## src/rtl/fetch_pkg.sv

```systemverilog
// Shared types and constants for the instruction-fetch front end.
package fetch_pkg;

  localparam int          ILEN_BYTES       = 4;
  localparam logic [31:0] RESET_PC_DEFAULT = 32'h0;

  typedef struct packed {
    logic [31:0] instr;
    logic [31:0] pc;
  } fetch_entry_t;

endpackage

```

## src/rtl/fetch_if.sv

```systemverilog
// Request/response channel between the fetch unit (master) and the I-cache (slave).
interface fetch_if #(parameter int DATA_WIDTH = 32);

  logic                  imem_req_valid;
  logic                  imem_req_ready;
  logic [DATA_WIDTH-1:0] imem_req_addr;
  logic                  imem_resp_valid;
  logic [DATA_WIDTH-1:0] imem_resp_data;

  modport master (
    output imem_req_valid,
    output imem_req_addr,
    input  imem_req_ready,
    input  imem_resp_valid,
    input  imem_resp_data
  );

  modport slave (
    input  imem_req_valid,
    input  imem_req_addr,
    output imem_req_ready,
    output imem_resp_valid,
    output imem_resp_data
  );

endinterface

```

## src/rtl/fetch_fifo.sv

```systemverilog
// Synchronous FIFO of fetch entries with flush; used for the instruction buffer and the in-flight PC queue.
module fetch_fifo
  import fetch_pkg::*;
#(
  parameter int DEPTH = 2
) (
  input  logic                 clk,
  input  logic                 rst,
  input  logic                 flush,
  input  logic                 push,
  input  fetch_entry_t         push_data,
  input  logic                 pop,
  output fetch_entry_t         head,
  output logic [$clog2(DEPTH):0] count,
  output logic                 empty,
  output logic                 full
);

  localparam int AW = $clog2(DEPTH);
  localparam int CW = AW + 1;

  fetch_entry_t   mem [DEPTH];
  logic [AW-1:0]  rd_ptr;
  logic [AW-1:0]  wr_ptr;
  logic           do_push;
  logic           do_pop;

  assign empty   = (count == '0);
  assign full    = (count == CW'(DEPTH));
  assign do_pop  = pop && !empty;
  assign do_push = push && (!full || do_pop);
  assign head    = mem[rd_ptr];

  always_ff @(posedge clk) begin
    if (do_push && !rst && !flush) begin
      mem[wr_ptr] <= push_data;
    end
  end

  // DEPTH is a power of two, so the pointers wrap without an explicit compare.
  always_ff @(posedge clk) begin
    if (rst || flush) begin
      rd_ptr <= '0;
      wr_ptr <= '0;
      count  <= '0;
    end else begin
      if (do_push) wr_ptr <= wr_ptr + AW'(1);
      if (do_pop)  rd_ptr <= rd_ptr + AW'(1);
      count <= count + CW'(do_push) - CW'(do_pop);
    end
  end

endmodule

```

## src/rtl/fetch_unit.sv

```systemverilog
// Fetch front end: owns the PC, issues I-cache requests under a credit limit, buffers responses
// and drops wrong-path returns after a redirect.
module fetch_unit
  import fetch_pkg::*;
#(
  parameter int                    DATA_WIDTH = 32,
  parameter logic [DATA_WIDTH-1:0] RESET_PC   = RESET_PC_DEFAULT,
  parameter int                    FIFO_DEPTH = 2
) (
  input  logic                  clk,
  input  logic                  rst,
  input  logic                  en,
  input  logic                  redirect,
  input  logic [DATA_WIDTH-1:0] redirect_pc,
  fetch_if.master               imem,
  output logic                  valid_f,
  output logic [DATA_WIDTH-1:0] read_data_f,
  output logic [DATA_WIDTH-1:0] PC_f,
  output logic [DATA_WIDTH-1:0] PCPlus4_f
);

  localparam int                    CW      = $clog2(FIFO_DEPTH) + 1;
  localparam logic [CW-1:0]         DEPTH_C = CW'(FIFO_DEPTH);
  localparam logic [DATA_WIDTH-1:0] STEP    = DATA_WIDTH'(ILEN_BYTES);

  logic [DATA_WIDTH-1:0] pc_q;
  logic [CW-1:0]         drop_cnt;
  logic [CW-1:0]         outstanding;
  logic [CW-1:0]         ibuf_count;
  logic [CW-1:0]         credit_used;
  logic                  fire;
  logic                  resp_ok;
  logic                  resp_keep;
  logic                  pop;
  logic                  ibuf_empty;
  logic                  ibuf_full;
  logic                  pcq_empty;
  logic                  pcq_full;
  fetch_entry_t          pcq_in;
  fetch_entry_t          pcq_head;
  fetch_entry_t          ibuf_in;
  fetch_entry_t          ibuf_head;

  // Every in-flight request holds a buffer slot until its response is consumed or dropped.
  assign credit_used         = outstanding + ibuf_count;
  assign imem.imem_req_valid = !rst && !redirect && (credit_used < DEPTH_C);
  assign imem.imem_req_addr  = pc_q;
  assign fire                = imem.imem_req_valid && imem.imem_req_ready;
  assign resp_ok             = imem.imem_resp_valid && !pcq_empty;
  assign resp_keep           = resp_ok && !redirect && (drop_cnt == '0);
  assign valid_f             = !rst && !redirect && !ibuf_empty;
  assign pop                 = valid_f && en;

  always_comb begin
    pcq_in        = '0;
    pcq_in.pc     = pc_q;
    ibuf_in       = pcq_head;
    ibuf_in.instr = imem.imem_resp_data;
  end

  // The PC queue is never flushed: dropped requests still return and must retire their entry.
  fetch_fifo #(.DEPTH(FIFO_DEPTH)) u_pc_queue (
    .clk       (clk),
    .rst       (rst),
    .flush     (1'b0),
    .push      (fire),
    .push_data (pcq_in),
    .pop       (resp_ok),
    .head      (pcq_head),
    .count     (outstanding),
    .empty     (pcq_empty),
    .full      (pcq_full)
  );

  fetch_fifo #(.DEPTH(FIFO_DEPTH)) u_ibuf (
    .clk       (clk),
    .rst       (rst),
    .flush     (redirect),
    .push      (resp_keep),
    .push_data (ibuf_in),
    .pop       (pop),
    .head      (ibuf_head),
    .count     (ibuf_count),
    .empty     (ibuf_empty),
    .full      (ibuf_full)
  );

  // On redirect everything still in flight is wrong-path, including anything already marked for drop.
  always_ff @(posedge clk) begin
    if (rst) begin
      pc_q     <= RESET_PC;
      drop_cnt <= '0;
    end else if (redirect) begin
      pc_q     <= {redirect_pc[DATA_WIDTH-1:2], 2'b00};
      drop_cnt <= outstanding - CW'(resp_ok);
    end else begin
      if (fire) pc_q <= pc_q + STEP;
      if (resp_ok && (drop_cnt != '0)) drop_cnt <= drop_cnt - CW'(1);
    end
  end

  assign read_data_f = valid_f ? ibuf_head.instr        : '0;
  assign PC_f        = valid_f ? ibuf_head.pc           : '0;
  assign PCPlus4_f   = valid_f ? (ibuf_head.pc + STEP)  : '0;

  always_ff @(posedge clk) begin
    if (!rst) begin
      assert (!(imem.imem_resp_valid && pcq_empty));
      assert (!(resp_keep && ibuf_full && !pop));
      assert (!(fire && pcq_full && !resp_ok));
    end
  end

endmodule
```

## src/flat_wrapper.sv

```systemverilog
// flat-port wrapper written by rule: the top's interface ports become plain ports
module fetch_unit_flat import fetch_pkg::*;
#(
  parameter int                    DATA_WIDTH = 32,
  parameter logic [DATA_WIDTH-1:0] RESET_PC   = RESET_PC_DEFAULT,
  parameter int                    FIFO_DEPTH = 2
)
  (clk, rst, en, redirect, redirect_pc, valid_f, read_data_f, PC_f, PCPlus4_f, imem_imem_req_valid, imem_imem_req_addr, imem_imem_req_ready, imem_imem_resp_valid, imem_imem_resp_data);
  fetch_if #(.DATA_WIDTH(DATA_WIDTH)) imem_i ();
  input  logic clk;
  input  logic rst;
  input  logic en;
  input  logic redirect;
  input  logic [DATA_WIDTH-1:0] redirect_pc;
  output logic valid_f;
  output logic [DATA_WIDTH-1:0] read_data_f;
  output logic [DATA_WIDTH-1:0] PC_f;
  output logic [DATA_WIDTH-1:0] PCPlus4_f;
  output wire logic [$bits(imem_i.imem_req_valid)-1:0] imem_imem_req_valid;
  output wire logic [$bits(imem_i.imem_req_addr)-1:0] imem_imem_req_addr;
  input wire logic [$bits(imem_i.imem_req_ready)-1:0] imem_imem_req_ready;
  input wire logic [$bits(imem_i.imem_resp_valid)-1:0] imem_imem_resp_valid;
  input wire logic [$bits(imem_i.imem_resp_data)-1:0] imem_imem_resp_data;
  assign imem_imem_req_valid = imem_i.imem_req_valid;
  assign imem_imem_req_addr = imem_i.imem_req_addr;
  assign imem_i.imem_req_ready = imem_imem_req_ready;
  assign imem_i.imem_resp_valid = imem_imem_resp_valid;
  assign imem_i.imem_resp_data = imem_imem_resp_data;
  fetch_unit #(.DATA_WIDTH(DATA_WIDTH), .RESET_PC(RESET_PC), .FIFO_DEPTH(FIFO_DEPTH)) u_core (.clk(clk), .rst(rst), .en(en), .redirect(redirect), .redirect_pc(redirect_pc), .imem(imem_i), .valid_f(valid_f), .read_data_f(read_data_f), .PC_f(PC_f), .PCPlus4_f(PCPlus4_f));
endmodule
```

## config.mk

```make
export PLATFORM = sky130hd
export DESIGN_NAME = fetch_unit_flat
export DESIGN_NICKNAME = d
export VERILOG_FILES = /design/src/rtl/fetch_pkg.sv /design/src/rtl/fetch_if.sv /design/src/rtl/fetch_fifo.sv /design/src/rtl/fetch_unit.sv /design/src/flat_wrapper.sv
export SDC_FILE = /design/constraint.sdc
export NUM_CORES = 1
export LEC_CHECK = 0
export CAP_MARGIN = 0
export CORE_MARGIN = 4
export CORE_UTILIZATION = 52
export DETAILED_ROUTE_END_ITERATION = 8
export GPL_TIMING_DRIVEN = 0
export PLACE_DENSITY = 0.89
export SYNTH_ARGS = -nofsm -noshare
export SYNTH_HDL_FRONTEND = slang
export SYNTH_SLANG_ARGS = --single-unit
```

## constraint.sdc

```tcl
create_clock -name clk -period 9.04 [get_ports clk]
set_input_delay 1.356 -clock clk [delete_from_list [all_inputs] [get_ports clk]]
set_output_delay 1.356 -clock clk [all_outputs]
set_load 0.05 [all_outputs]
```

==> out/metrics.cfg, run 1 <==
[global_route]
grt_util_met3 = 0.0554
grt_pass1_wl_mm = 41.9
grtUsageTotal = 0.239
grt_antenna_before_repair = 0
grt_util_met1 = 0.309
first_global_vias = 7713
use_met2 = 0.401
grt.busiest_layer = met2
grt_max_degree = 31
overflow = 0

[sta]
final-hold-violation-count = 0
rsz0062_at_grt = no
holdWs_ps = 522
worstMarginPinSlew_ps = 861
fin_ws_ps = 3110
relSlewSlack = 0.425
finalSetupViolCount = 0
drv_slew = 0
fmax_mhz = 169
fin_crit_ps = 5930
skew_ps = 7.83
fin_crit_sh = 0.656

[routing]
drtAntennaViolNets = 0
dr.pass1.iters = 5
wirelength_mm = 27.3
dr_total_vias = 7627
drt-initial-drc-count = 595
routedWlPerCell_microns = 20.3
via_per_inst = 5.67
drc = 0

[clock_tree]
cts_buffer_depth = 3
cts_repair_resize_count = 0
numCtsBuffers = 23
tritoncts = done
cts_sinks = 226
insertion_delay_ps = 510
cts_setup_buffers = 0
cts_hold_buf = 0
clockRootBuffer = clkbuf_16
h-tree-depth = 1
path_clk_slew_ps = 60

[placement]
place.gp.congestion = 0.908
port_buffers = 190
dpl_worst_slack_ps = 3080
dp_hpwl_mm = 20.1

[layout]
synthToLayoutAreaGrowth_pct = 30.2
nets = 1138
n_fill_cell = 1352
diodes = 0
layout-drive-gt1-share = 0.123
fin_util = 0.695

[power_and_ir_drop]
p_leak_nw = 4.59
p_int_mw = 1.91
p_clk_frac = 0.361
pwr_density_cell_nw_per_um2 = 186
peakVddDrop_v = 0.000141
p_sw_frac = 0.249
seqPwrFrac = 0.491
power.switching_mw = 0.630
combPwrFrac = 0.148

[worst_setup_path]
cp.required_ps = 7680
cp_cell_sequence = clkdlybuf4s50_1 > nor2_1 > o21ai_1 > clkinv_1 > clkbuf_1 > nand2_1 > a21oi_1 > clkdlybuf4s50_1
start_kind = input pin
arrival_ps = 4570
crit_buf_inv = 4
path_class = in2out
path_max_fanout = 10
slowest_stage = clkdlybuf4s50_1
endpoint_kind = output pin
slowest_delay_ps = 870
crit_family = buffers and inverters
cp_common_cell = clkdlybuf4s50_1

[synthesis]
synth_warnings = 0
synthCells = 829
ys_seq_elements = 226
synth_edf_count = 184
netlist_area_sq_um = 10500
syn_avg_cell_area_sq_um = 12.6
synth_ff_type = edfxtp_1
yosysUniqueCellTypes = 63
synth-async-reset-ratio = 0
yosysSeqAreaShare = 0.609

[floorplan]
die-area_sq_um = 22400
die_h_microns = 150
placementRows = 51
initial_core_util = 0.534
ios = 200
core_area_sq_um = 19600
die_w_microns = 150

[run_status]
status = completed

[flow_run]
max-cap-violations = 0

[hold_path]
worst_hold_path_type = reg2reg

cell families after synthesis:
family | Yosys count | share of synthesized area
AND/OR/NAND/NOR | 270 | 0.138
flip-flops | 226 | 0.609
AO/OA/AOI/OAI | 100 | 0.0672
multiplexers | 100 | 0.102
buffers and inverters | 81 | 0.0369
XOR/XNOR | 45 | 0.0395
adder cells (fa/ha/maj) | 6 | 0.00718
other | 1 | 0.000359
power by group through the flow:
| stage | registers [mW] | logic (mW) | clock network, mW |
|---|---|---|---|
| floorplan | 1.29 | 0.216 | 0 |
| global placement | 1.26 | 0.354 | 0 |
| detailed placement | 1.27 | 0.369 | 0 |
| CTS | 1.24 | 0.375 | 0.934 |
| global route | 1.25 | 0.404 | 0.982 |
| finish | 1.24 | 0.375 | 0.917 |
final cells by class:
class / instances / area (sq um) / area share
sequential: 226 / 6370 / 0.468
multi-input combinational: 527 / 3740 / 0.275
timing repair buffer: 203 / 2060 / 0.152
clock buffer: 33 / 633 / 0.0465
tap: 265 / 332 / 0.0244
buffer: 49 / 265 / 0.0195
inverter: 32 / 120 / 0.00882
clock inverter: 9 / 95.1 / 0.00699
metrics by stage:
step / std cells / TNS (ps) / power (mW) / area, sq um
5_1_grt: 1344 / 0 / 2.64 / 13600
4_1_cts: 1343 / 0 / 2.55 / 13600
3_5_place_dp: 1301 / 0 / 1.63 / 12900
6_report: 1344 / 0 / 2.54 / 13600
2_1_floorplan: 834 / 0 / 1.50 / 10500
3_3_place_gp: 1289 / -101770 / 1.62 / 12700
per-layer routing:
layer  share of wire  vias to the layer above  routed length [microns]
met5               0                        -                        0
met4           0.029                        0                      784
met3            0.12                       60                     3230
met2            0.47                      463                    12800
met1            0.38                     3606                    10500
li1                -                     3498                        -
Yosys cell counts, types with 5 or more instances:
| library cell | n | area (sq um) |
|---|---|---|
| a21oi_1 | 31 | 155 |
| and2_1 | 13 | 81.3 |
| and4_1 | 6 | 52.6 |
| buf_1 | 5 | 18.8 |
| buf_2 | 8 | 40.0 |
| buf_4 | 11 | 82.6 |
| clkbuf_1 | 21 | 78.8 |
| dfxtp_1 | 42 | 841 |
| edfxtp_1 | 184 | 5530 |
| ha_1 | 6 | 75.1 |
| inv_1 | 31 | 116 |
| mux2_2 | 39 | 439 |
| mux2i_1 | 60 | 601 |
| nand2_1 | 46 | 173 |
| nand3_1 | 23 | 115 |
| nand3b_1 | 6 | 45.0 |
| nand4_1 | 10 | 62.6 |
| nand4b_1 | 6 | 52.6 |
| nor2_1 | 91 | 342 |
| nor2b_1 | 17 | 106 |
| nor3_1 | 20 | 100 |
| nor4_2 | 11 | 138 |
| o21a_1 | 19 | 143 |
| o21ai_0 | 12 | 60.1 |
| o31ai_1 | 6 | 45.0 |
| xnor2_1 | 16 | 140 |
| xor2_1 | 28 | 245 |
final timing paths:
| path | depth (start not counted) | slack, ps | to | from |
|---|---|---|---|---|
| setup / recovery | 8 | 3110 | PCPlus4_f[10] | rst |
| hold / removal | 2 | 520 | u_core.u_pc_queue.rd_ptr | u_core.u_pc_queue.rd_ptr |
| setup reg to reg | 7 | 6220 | u_core.u_ibuf.mem[1][59] | u_core.u_pc_queue.count[0] |
| hold reg to reg | 2 | 520 | u_core.u_pc_queue.rd_ptr | u_core.u_pc_queue.rd_ptr |
sequential cells by signal, indices dropped and copies added, names as in the netlist, named ones only:
register                   flops
u_core.u_ibuf.mem            124
u_core.u_pc_queue.mem         60
u_core.imem.imem_req_addr     30
u_core.drop_cnt                2
u_core.u_ibuf.count            2
u_core.u_pc_queue.count        2
u_core.u_ibuf.rd_ptr           1
u_core.u_ibuf.wr_ptr           1
u_core.u_pc_queue.rd_ptr       1
u_core.u_pc_queue.wr_ptr       1
cell usage in the layout (no fill, tap or decap), types with 19 or more instances in the layout:
cell type | synthesis | final
edfxtp_1 | 184 | 184
clkdlybuf4s50_1 | 0 | 190
o21a_1 | 19 | 19
mux2i_1 | 60 | 60
dfxtp_1 | 42 | 42
nor3_1 | 20 | 19
nor2_1 | 91 | 91
xor2_1 | 28 | 28
clkbuf_1 | 21 | 29
inv_1 | 31 | 31
nand2_1 | 46 | 46
a21oi_1 | 31 | 31
mux2_2 | 39 | 39
nand3_1 | 23 | 23
clkbuf_16 | 0 | 23
tightest hold or removal path, cell delays in order (launching register included):
cell and delay (ps):
dfxtp_1 320, xor2_1 90, nor2_1 80
No activity file was read; power rests on OpenSTA's default activity.
==> run 2: changes to the inputs <==
Clock period 9.04 ns to 6 ns, I/O delays scaled along.
==> run 2 against run 1 <==
  * Flip-flop and latch count unchanged
  * Wire length is 0.90% higher
  * Non-clock buffer count decreased by 6
  * Core utilization hardly changed
  * Sequential power increased by 51%
  * Count of clock-buffer cells in the layout is 2 lower
  * Total power is 51% higher
  * Largest power group unchanged
  * Register-to-register slack lost 3100 ps
==> out/metrics.cfg, run 2 (same netlist as run 1, synthesis figures left out) <==
[worst_setup_path]
slowest_delay_ps = 700
rrSetupSlack_ps = 3100
start_kind = register
path_class = reg2out
endpoint_kind = output pin
cp_cell_sequence = buf_4 > buf_4 > buf_4 > buf_4 > mux2_2 > ha_1 > inv_1 > a211oi_4 > nand4_2 > nor3_1 > mux2_2 > clkdlybuf4s50_1
r2r-start = u_core.u_pc_queue.count[0]
cp_common_cell = buf_4
reg2reg_to = u_core.u_pc_queue.mem[1][31]
crit_buf_inv = 6
crit_end = PCPlus4_f[24]
slowest_stage = clkdlybuf4s50_1
ff2ff_path_depth = 5
crit_family = buffers and inverters
path_max_fanout = 10
arrival_ps = 4600
cp.required_ps = 5100
path_depth = 12

[floorplan]
die-area_sq_um = 22400
ios = 200
die_w_microns = 150
core_area_sq_um = 19600
initial_core_util = 0.534
die_h_microns = 150
placementRows = 51

[clock_tree]
path_clk_slew_ps = 60
h-tree-depth = 1
cts_sinks = 226
tritoncts = done
insertion_delay_ps = 510
cts_repair_resize_count = 0
clockRootBuffer = clkbuf_16
cts_setup_buffers = 0
cts_hold_buf = 0
cts_buffer_depth = 3
numCtsBuffers = 23

[sta]
skew_ps = 13.2
fmax_mhz = 182
rsz0062_at_grt = no
finalSetupViolCount = 0
final-hold-violation-count = 0
fin_crit_ps = 5500
worstMarginPinSlew_ps = 1350
fin_crit_sh = 0.916
relSlewSlack = 0.0986
holdWs_ps = 510
fin_ws_ps = 502
drv_slew = 0

[flow_run]
max-cap-violations = 0

[routing]
dr_total_vias = 7526
highest_layer = met4
wl_met3_mm = 2.61
routedWlPerCell_microns = 20.6
dr.pass1.iters = 5
drtAntennaViolNets = 0
wirelength_mm = 27.5
drt-initial-drc-count = 564
wl_met1_mm = 11.0
drc = 0
via_per_inst = 5.62
wl_met2_mm = 13.2

[global_route]
grt_max_degree = 31
grt_pass1_wl_mm = 42.0
grt_antenna_before_repair = 0
grtUsageTotal = 0.239
overflow = 0
first_global_vias = 7614

[layout]
regMostFlops = u_core.u_ibuf.mem
largest_reg_flops = 124
most-common-layout-cells = clkdlybuf4s50_1 (190), edfxtp_1 (184), nor2_1 (91)
synthToLayoutAreaGrowth_pct = 30.3
fin_cells = 1338
diodes = 0
layout_commonest_cell = clkdlybuf4s50_1
layout-drive-gt1-share = 0.119
nets = 1132

[power_and_ir_drop]
p_leak_nw = 4.57
pwr_density_cell_nw_per_um2 = 282
peakVddDrop_v = 0.000173
total_power_mw = 3.84

[placement]
port_buffers = 190
place.gp.congestion = 0.911
placed_cells = 1296
dpl_worst_slack_ps = 933
dp_hpwl_mm = 20.3

[hold_path]
worst_hold_path_type = reg2reg

[run_status]
status = completed

[run 2: changes by cell type in the layout (fill, tap and decap cells not counted), moves of 2 or more]
cell and change:
buf_6 -12, buf_16 +3, buf_8 +3, clkbuf_1 -2
[run 2: metrics by stage]
step / TNS [ps] / utilization / area [sq um]
final: 0 / 0.695 / 13600
after global routing: 0 / 0.695 / 13600
after floorplan: 0 / - / 10500
after CTS: 0 / 0.695 / 13600
after detailed placement: 0 / 0.658 / 12900
after global placement: -35170 / 0.649 / 12700
[run 2: layout make-up]
class	count	area, sq um
Tap cell	265	332
Fill cell	1306	5970
Clock inverter	11	110
Buffer	49	265
Sequential cell	226	6370
Inverter	32	120
Clock buffer	31	626
Multi-Input combinational cell	527	3740
Timing Repair Buffer	197	2060
[run 2: power breakdown]
part	switching, mW	total, mW	internal, mW	leakage [nW]
Clock	0.571	1.39	0.820	0.356
Combinational	0.328	0.571	0.243	2.20
Sequential	0.0636	1.87	1.81	2.02
[run 2: routing by layer]
layer,track usage,vias to the layer above
li1,-,3478
met4,0.0709,0
met1,0.308,3570
met2,0.406,422
met5,0,-
met3,0.0551,56
[run 2: how the worst min path moves through the flow]
stage                           endpoint  depth (start not counted)  slack, ps                      from
CTS                             register                          2        520  u_core.u_pc_queue.rd_ptr
floorplan                       register                          2        470  u_core.u_pc_queue.rd_ptr
finish                          register                          2        510      u_core.u_ibuf.rd_ptr
detailed placement              register                          2        500  u_core.u_pc_queue.rd_ptr
global placement    u_core.u_ibuf.rd_ptr                          2        490      u_core.u_ibuf.rd_ptr
global route                    register                          2        540      u_core.u_ibuf.rd_ptr
[run 2: tightest hold or removal path, delay by kind of cell (launching register included)]
kind                      cells  cell delay (ps)
DFF                           1              320
xor gates and xnor gates      1               80
and+or+nand+nor               1               70
